$ cat config.mk
export PLATFORM = sky130hd
export DESIGN_NAME = requant_shift_arb
export DESIGN_NICKNAME = d
export VERILOG_FILES = /design/src/rtl/requant_pkg.sv /design/src/rtl/round_shift_pow2.sv /design/src/rtl/requant_shift_arb.sv
export SDC_FILE = /design/constraint.sdc
export NUM_CORES = 1
export LEC_CHECK = 0
export BUFFER_PORTS_ARGS = -buffer_cell sky130_fd_sc_hd__buf_2
export CELL_PAD_IN_SITES_DETAIL_PLACEMENT = 0
export CELL_PAD_IN_SITES_GLOBAL_PLACEMENT = 1
export CORE_ASPECT_RATIO = 1.25
export CORE_MARGIN = 2
export CORE_UTILIZATION = 44
export CTS_CLUSTER_DIAMETER = 50
export CTS_CLUSTER_SIZE = 28
export DETAILED_ROUTE_END_ITERATION = 6
export GPL_TIMING_DRIVEN = 0
export PLACE_DENSITY_LB_ADDON = 0.12
export RECOVER_POWER = 50
export SLEW_MARGIN = 20
export SYNTH_ARGS = -nofsm -noshare
export SYNTH_HDL_FRONTEND = slang
export SYNTH_SLANG_ARGS = --single-unit
$ cat constraint.sdc
create_clock -name clk -period 7.4 [get_ports clk]
set_input_delay 0.37 -clock clk [delete_from_list [all_inputs] [get_ports clk]]
set_output_delay 0.37 -clock clk [all_outputs]
set_load 0.1 [all_outputs]
$ cat src/rtl/requant_pkg.sv
//------------------------------------------------------------------------------
// requant_pkg
// Shared widths, shift limit and requester-id type for the requantiser.
// Revision: 1.0
//------------------------------------------------------------------------------
`default_nettype none

package requant_pkg;

    localparam int DW        = 32;
    localparam int EW        = 6;
    localparam int MAX_SHIFT = 31;
    localparam int SW        = $clog2(MAX_SHIFT + 1);

    typedef logic req_id_t;

endpackage

`default_nettype wire

$ cat src/rtl/round_shift_pow2.sv
//------------------------------------------------------------------------------
// round_shift_pow2
// Combinational signed divide by 2^e, round to nearest, ties away from zero.
// Revision: 1.0
//------------------------------------------------------------------------------
`default_nettype none

module round_shift_pow2
    import requant_pkg::*;
#(
    parameter int DW_P = requant_pkg::DW,
    parameter int SW_P = requant_pkg::SW
) (
    input  logic [DW_P-1:0] dividend,
    input  logic [SW_P-1:0] e,
    output logic [DW_P-1:0] quotient
);

    logic            w_neg;
    logic [DW_P:0]   w_mag;
    logic [DW_P:0]   w_half;
    logic [DW_P:0]   w_sum;
    logic [DW_P:0]   w_shr;
    logic [DW_P:0]   w_neg_shr;

    // Work on the magnitude (one extra bit so the most negative value fits),
    // which makes "ties away from zero" a plain round-half-up.
    assign w_neg     = dividend[DW_P-1];
    assign w_mag     = w_neg ? ({1'b0, ~dividend} + (DW_P+1)'(1)) : {1'b0, dividend};
    assign w_half    = (e == '0) ? '0 : ((DW_P+1)'(1) << (e - SW_P'(1)));
    assign w_sum     = w_mag + w_half;
    assign w_shr     = w_sum >> e;
    assign w_neg_shr = (~w_shr) + (DW_P+1)'(1);

    always_comb begin
        quotient = w_shr[DW_P-1:0];
        if (e == '0) begin
            quotient = dividend;
        end else if (w_neg) begin
            quotient = w_neg_shr[DW_P-1:0];
        end
    end

endmodule

`default_nettype wire

$ cat src/rtl/requant_shift_arb.sv
//------------------------------------------------------------------------------
// requant_shift_arb
// Two-requester round-robin front end sharing one two-stage rounding shifter.
// Revision: 1.0
//------------------------------------------------------------------------------
`default_nettype none

module requant_shift_arb
    import requant_pkg::*;
#(
    parameter int DW = requant_pkg::DW,
    parameter int EW = requant_pkg::EW
) (
    input  logic          clk,
    input  logic          rst_n,
    input  logic          req0_valid,
    output logic          req0_ready,
    input  logic [DW-1:0] req0_dividend,
    input  logic [EW-1:0] req0_exponent,
    input  logic          req1_valid,
    output logic          req1_ready,
    input  logic [DW-1:0] req1_dividend,
    input  logic [EW-1:0] req1_exponent,
    output logic          out_valid,
    input  logic          out_ready,
    output logic [DW-1:0] out_quotient,
    output logic          out_id,
    output logic          out_clamped
);

    localparam logic [EW-1:0] c_max_exp   = EW'(requant_pkg::MAX_SHIFT);
    localparam logic [requant_pkg::SW-1:0] c_max_shift = requant_pkg::SW'(requant_pkg::MAX_SHIFT);

    logic                        r_s1_valid;
    logic [DW-1:0]               r_s1_dividend;
    logic [requant_pkg::SW-1:0]  r_s1_e;
    req_id_t                     r_s1_id;
    logic                        r_s1_clamp;

    logic                        r_s2_valid;
    logic [DW-1:0]               r_s2_quotient;
    req_id_t                     r_s2_id;
    logic                        r_s2_clamp;

    req_id_t                     r_last_grant;

    logic                        w_s2_adv;
    logic                        w_s1_adv;
    req_id_t                     w_grant;
    logic                        w_accept;
    logic [DW-1:0]               w_sel_dividend;
    logic [EW-1:0]               w_sel_exp;
    logic                        w_sel_clamp;
    logic [requant_pkg::SW-1:0]  w_sel_e;
    logic [DW-1:0]               w_quotient;

    assign w_s2_adv = !r_s2_valid || out_ready;
    assign w_s1_adv = !r_s1_valid || w_s2_adv;

    // Round robin: contention goes to the requester not served last.
    always_comb begin
        w_grant = 1'b0;
        if (req0_valid && req1_valid) begin
            w_grant = !r_last_grant;
        end else if (req1_valid) begin
            w_grant = 1'b1;
        end
    end

    assign w_accept   = w_s1_adv && (req0_valid || req1_valid);
    assign req0_ready = rst_n && w_s1_adv && (w_grant == 1'b0);
    assign req1_ready = rst_n && w_s1_adv && (w_grant == 1'b1);

    assign w_sel_dividend = w_grant ? req1_dividend : req0_dividend;
    assign w_sel_exp      = w_grant ? req1_exponent : req0_exponent;
    assign w_sel_clamp    = w_sel_exp > c_max_exp;
    assign w_sel_e        = w_sel_clamp ? c_max_shift : w_sel_exp[requant_pkg::SW-1:0];

    always_ff @(posedge clk or negedge rst_n) begin
        if (!rst_n) begin
            r_s1_valid    <= 1'b0;
            r_s1_dividend <= '0;
            r_s1_e        <= '0;
            r_s1_id       <= 1'b0;
            r_s1_clamp    <= 1'b0;
            r_last_grant  <= 1'b1;
        end else if (w_s1_adv) begin
            r_s1_valid <= w_accept;
            if (w_accept) begin
                r_s1_dividend <= w_sel_dividend;
                r_s1_e        <= w_sel_e;
                r_s1_id       <= w_grant;
                r_s1_clamp    <= w_sel_clamp;
                r_last_grant  <= w_grant;
            end
        end
    end

    round_shift_pow2 #(
        .DW_P (DW),
        .SW_P (requant_pkg::SW)
    ) u_round (
        .dividend (r_s1_dividend),
        .e        (r_s1_e),
        .quotient (w_quotient)
    );

    always_ff @(posedge clk or negedge rst_n) begin
        if (!rst_n) begin
            r_s2_valid    <= 1'b0;
            r_s2_quotient <= '0;
            r_s2_id       <= 1'b0;
            r_s2_clamp    <= 1'b0;
        end else if (w_s2_adv) begin
            r_s2_valid <= r_s1_valid;
            if (r_s1_valid) begin
                r_s2_quotient <= w_quotient;
                r_s2_id       <= r_s1_id;
                r_s2_clamp    <= r_s1_clamp;
            end
        end
    end

    assign out_valid    = r_s2_valid;
    assign out_quotient = r_s2_quotient;
    assign out_id       = r_s2_id;
    assign out_clamped  = r_s2_clamp;

endmodule

`default_nettype wire

After elaboration in Yosys (flattened, before gate mapping)
Cells that the tools add are included.
{"block": "op_classes", "mul": 0, "n_mux": 9, "div_mod_pow": 0, "n_eq_ne": 0, "order_cmp": 1, "bitwise": 3, "n_reduce_logical": 14, "shifts": 2, "add_sub_neg": 4}
{"operator": "$mux 32", "count": 3}
{"operator": "$mux 33", "count": 2}
{"operator": "$not 32->32", "count": 2}
{"operator": "$add 32x1->33 const B", "count": 1}
{"operator": "$add 33x33->33", "count": 1}
{"operator": "$shl 1x5->33 const A", "count": 1}
{"operator": "$shr 33x5->32", "count": 1}
{"operator": "$add 32x1->32 const B", "count": 1}
{"operator": "$gt 6x5->1 const B", "count": 1}
{"operator": "$mux 6", "count": 1}
{"operator": "$logic_and 1x1->1", "count": 5}
{"operator": "$logic_not 5->1", "count": 1}
{"operator": "$mux 5", "count": 1}
{"operator": "$sub 5x1->5 const B", "count": 1}
{"operator": "$reduce_and 2->1", "count": 2}
{"operator": "$logic_not 1->1", "count": 3}
{"operator": "$logic_or 1x1->1", "count": 3}
{"operator": "$mux 1", "count": 2}
{"operator": "$not 1->1", "count": 1}
{"block": "totals", "ram_bits": 0, "regBits": 76, "latch_bits": 0, "n_memories": 0, "rom_bits": 0, "output_inout_bits": 37}

Logic depth before layout (Yosys ltp)
{"block": "logic_depth", "depth_word": 9, "ltp_mapped": 30, "mapped_depth_nobuf": 27}

Modules after synthesis
From an unflattened synthesis, not the netlist that was laid out.
{"block": "unflattened", "hier_cells": 1305, "area_unflattened_um2": 9967.1}
{"module": "round_shift_pow2", "instances": 1, "cells_per_inst": 1041, "area_per_inst_um2": 6685.2}
{"module": "requant_shift_arb", "instances": 1, "cells_per_inst": 264, "area_per_inst_um2": 3281.9}

Least setup slack after synthesis
OpenSTA, ideal clock, no wires.
{"block": "synth_path", "kind": "flip-flop to flip-flop", "start": "register r_s1_dividend[4]", "end": "register r_s2_quotient[24], in the netlist out_quotient[24]", "arrival_ns": 6.408, "required_ns": 7.272, "stages_incl_launch_ff": 30, "path_slack_ns": 0.864, "n_path_buf": 2, "cell_sequence": "dfrtp_1 > nor3_1 > nand2_1 > or3_1 > or4_1 > or2_2 > nand2b_1 > nand2b_1 > nand2b_1 > o31ai_1 > xnor2_1 > ha_1 > clkbuf_1 > inv_1 > o21bai_1 > a21oi_1 > o211ai_1 > or4_1 > and2_1 > nand4_1 > nand3_1 > a311oi_1 > ha_1 > inv_1 > nor4_2 > nand3_1 > buf_2 > o41ai_2 > mux2i_1 > nand3_1"}
{"block": "synth_between", "elab_chain_len": 9}
{"element": "start: declaration", "line": "requant_shift_arb.sv:35", "text": "logic [DW-1:0] r_s1_dividend;"}
{"element": "start signal: assignment", "line": "requant_shift_arb.sv:90", "text": "r_s1_dividend <= w_sel_dividend;"}
{"element": "$not 32->32", "line": "round_shift_pow2.sv:29", "text": "assign w_mag = w_neg ? ({1'b0, ~dividend} + (DW_P+1)'(1)) : {1'b0, dividend};"}
{"element": "$add 32x1->33", "line": "round_shift_pow2.sv:29"}
{"element": "$mux 33 *", "line": "round_shift_pow2.sv:29"}
{"element": "$add 33x33->33 *", "line": "round_shift_pow2.sv:31", "text": "assign w_sum = w_mag + w_half;"}
{"element": "$shr 33x5->32 *", "line": "round_shift_pow2.sv:32", "text": "assign w_shr = w_sum >> e;"}
{"element": "$not 32->32", "line": "round_shift_pow2.sv:33", "text": "assign w_neg_shr = (~w_shr) + (DW_P+1)'(1);"}
{"element": "$add 32x1->32", "line": "round_shift_pow2.sv:33"}
{"element": "$mux 32 *", "line": "round_shift_pow2.sv:39", "text": "end else if (w_neg) begin"}
{"element": "$mux 32 *", "line": "round_shift_pow2.sv:37", "text": "if (e == '0) begin"}
{"element": "end signal: assignment", "line": "requant_shift_arb.sv:117", "text": "r_s2_quotient <= w_quotient;"}
{"element": "end: declaration", "line": "requant_shift_arb.sv:41", "text": "logic [DW-1:0] r_s2_quotient;"}
Mark *: on every way between the ends. The rest lies on a longest branch, timed or not.
A chain may end at the register's enable or synchronous reset.

Final worst setup path
{"block": "layout_path", "start": "register r_s1_dividend[4]", "end": "register r_s2_quotient[22], in the netlist out_quotient[22]"}
The elaborated chain is that of the path after synthesis.

==> impl_metrics.py <==
metrics = {
    "timing": {
        "max_freq_ghz": 0.137,
        "slew_viol_final": 57,
        "setup_viol": 0,
        "tightest_slew_ps": 3010,
        "fin_ws_ps": 119,
        "slew_headroom": -1.01,
        "post-route-period-util": 0.984,
        "hold_viol_final": 0,
        "finalClockSkew_ps": 11.8,
        "holdWs_ps": 215,
        "period_needed_ps": 7280,
    },
    "global_route": {
        "overflow": 0,
        "gr-usage-met1": 0.436,
        "use_met2": 0.665,
        "grt_max_degree": 57,
        "met3_usage": 0.0521,
        "busiest_layer": "met2",
        "grt_pass1_vias": 12400,
        "antenna_found_initial": 0,
        "grt_first_pass_wirelength_um": 72400,
        "track_usage": 0.386,
    },
    "power": {
        "power_density_nw_per_um2": 352,
        "p_leak_nw": 4.86,
        "ir_drop_mv": 0.302,
    },
    "hold_path": {
        "min_delay_path_depth": 2,
        "min-delay-path-class": "input pin to flop",
    },
    "worst_setup_path": {
        "timing.rr.start": "r_s1_dividend[4]",
        "critical_path.top_delay_family": "simple AND/OR/NAND/NOR gates",
        "cp_slowest_stage_delay_ps": 550,
        "required_ps": 7640,
        "cp-start-kind": "flop",
        "cp_max_fo": 10,
        "end_kind": "flop",
        "crit_cells": 28,
        "timing.rr.end": "out_quotient[22]",
        "reg2reg_slack_ps": 120,
        "worstSetupPathType": "flop to flop",
        "worst-path-buf-inv": 4,
        "arrival_ps": 7520,
        "slowest_stage": "or4_4",
        "critical_path.endpoint": "out_quotient[22]",
        "ff2ff_path_depth": 28,
        "critPathLaunch": "r_s1_dividend[4]",
    },
    "clocking": {
        "cts_tree": "yes",
        "clkSinkCount": 76,
        "cts_inserted_buffers": 9,
        "cts.htree.levels": 3,
        "clkTransAtPathRegs_ps": 70,
        "clockRootBuffer": "clkbuf_16",
        "clock_latency_ps": 350,
        "clock_path_buffers": 2,
    },
    "layout": {
        "final_common_cell": "nand2_1",
        "final_area_um2": 12000,
        "final_core_util": 0.524,
        "register_area_um2": 1910,
        "area_delta_synth_final_pct": 17.4,
        "layout.nets": 1719,
        "multiInputGateArea_um2": 8170,
        "layout.cells.most_common_list": "233 x nand2_1, 169 x nor2_1, 120 x buf_2",
        "post_route_cells_drive_above_1_share": 0.176,
        "n_antenna_cell": 0,
        "nFillCells": 2381,
    },
    "detailed_routing": {
        "first_pass_iters": 6,
        "ant_nets": 0,
        "post_drt_wl_per_cell_um": 25.4,
        "drcViolationCount": 0,
        "dr_total_vias": 12600,
        "vias_per_cell": 6.64,
        "drt_iter0_drc": 1166,
        "wl_um": 48200,
    },
    "outcome": {
        "violations": "max-capacitance violations, max-slew violations",
        "status": "finished, violations left",
    },
    "logic_synthesis": {
        "synthTopCellsByArea": "dfrtp_1 18%, nand2_1 8.6%, nor2_1 6.4%",
        "yosysTopAreaCellShare": 0.184,
        "synth_edf_count": 0,
        "yosysTopAreaCell": "dfrtp_1",
        "synth_nets": 1575,
        "ys.warnings.count": 0,
        "synthArstFlopShare": 1.00,
        "synth-seq-cells": 76,
        "ys_types": 101,
        "syn_area_um2": 10200,
        "synth-seq-area-share": 0.186,
        "syn-instance-count": 1459,
        "syn_area_per_cell_um2": 7.00,
        "synth_top_flop_cell": "dfrtp_1",
    },
    "floorplanning": {
        "die_w_um": 140,
        "placementRows": 62,
        "die_y_um": 174,
        "ios": 118,
        "core-area_um2": 22900,
        "dieArea_um2": 24500,
        "start_util": 0.447,
    },
    "placed_design": {
        "pre_cts_ws_ps": -931,
        "routabilityCongestion": 1.06,
        "place_area_um2": 11200,
        "dp_hpwl_um": 38900,
        "port_buffers": 117,
    },
    "job": {
        "cap_violations": 1,
    },
}
[cells by family after synthesis]
family | share of synthesized area
XOR/XNOR | 0.0470
other | 0.000367
AO/OA/AOI/OAI | 0.332
AND/OR/NAND/NOR | 0.308
multiplexers | 0.0315
buffers and inverters | 0.0517
adder cells (fa/ha/maj) | 0.0436
flip-flops | 0.186
[layer usage]
layer | vias up | wire length, um
li1 | 5755 | -
met1 | 5963 | 18000
met2 | 669 | 23200
met3 | 203 | 3280
met4 | 0 | 3680
met5 | - | 0
[cells in the mapped netlist (all sizes together), types with 27 or more instances]
master and instances:
nand2 233, nor2 175, a21oi 97, o21ai 92, dfrtp 75, clkbuf 73
a31oi 53, nand3 45, xnor2 44, nor3 37, ha 34, buf 31
nand4 28, or3 27
[through the flow]
step	cells	total power, mW	setup TNS (ps)
final	1896	4.22	0
after global routing	1896	4.42	-111
after CTS	1887	4.07	-39.5
after detailed placement	1865	3.51	-9790
after global placement	1864	3.50	-9470
after floorplan	1459	2.72	0
[worst register-to-register path, delay by kind of cell (launching register included)]
family / cells / cell delay, ps
xor gates and xnor gates: 1 / 190
buffers and inverters: 4 / 530
DFF: 1 / 440
and+or+nand+nor: 15 / 4040
AOI/OAI and AO/OA: 6 / 1430
adders and majority gates: 2 / 540
[power by group]
part           internal (mW)  total [mW]  switching [mW]
Clock                  0.273       0.464           0.190
Sequential             0.527       0.655           0.128
Combinational          0.889        3.10            2.21
Total                   1.69        4.22            2.53
[final cells by class]
cell class	count	share of cell area
buffer	102	0.0369
inverter	25	0.00783
tap	288	0.0301
timing repair buffer	135	0.0594
clock inverter	6	0.00595
multi-input combinational	1254	0.681
clock buffer	10	0.0199
sequential	76	0.159
[how the worst min path moves through the flow]
stage	startpoint	endpoint	slack, ps
floorplan	rst_n	out_clamped	70
global placement	out_clamped	out_clamped	460
detailed placement	rst_n	r_s1_dividend[23]	280
CTS	req0_valid	r_last_grant	210
global route	req0_valid	r_last_grant	240
finish	req0_valid	r_last_grant	210
[timing repair]
| action | in CTS | in global routing |
|---|---|---|
| hold endpoints to repair | 19 | 0 |
| hold buffers | 1 | 0 |
| resized for setup | 24 | 66 |
| endpoints found under the setup margin | 25 | 26 |
| setup buffers | 5 | 11 |
| pin swaps | 5 | 13 |
Note: power is estimated with default switching activity, not from simulation.
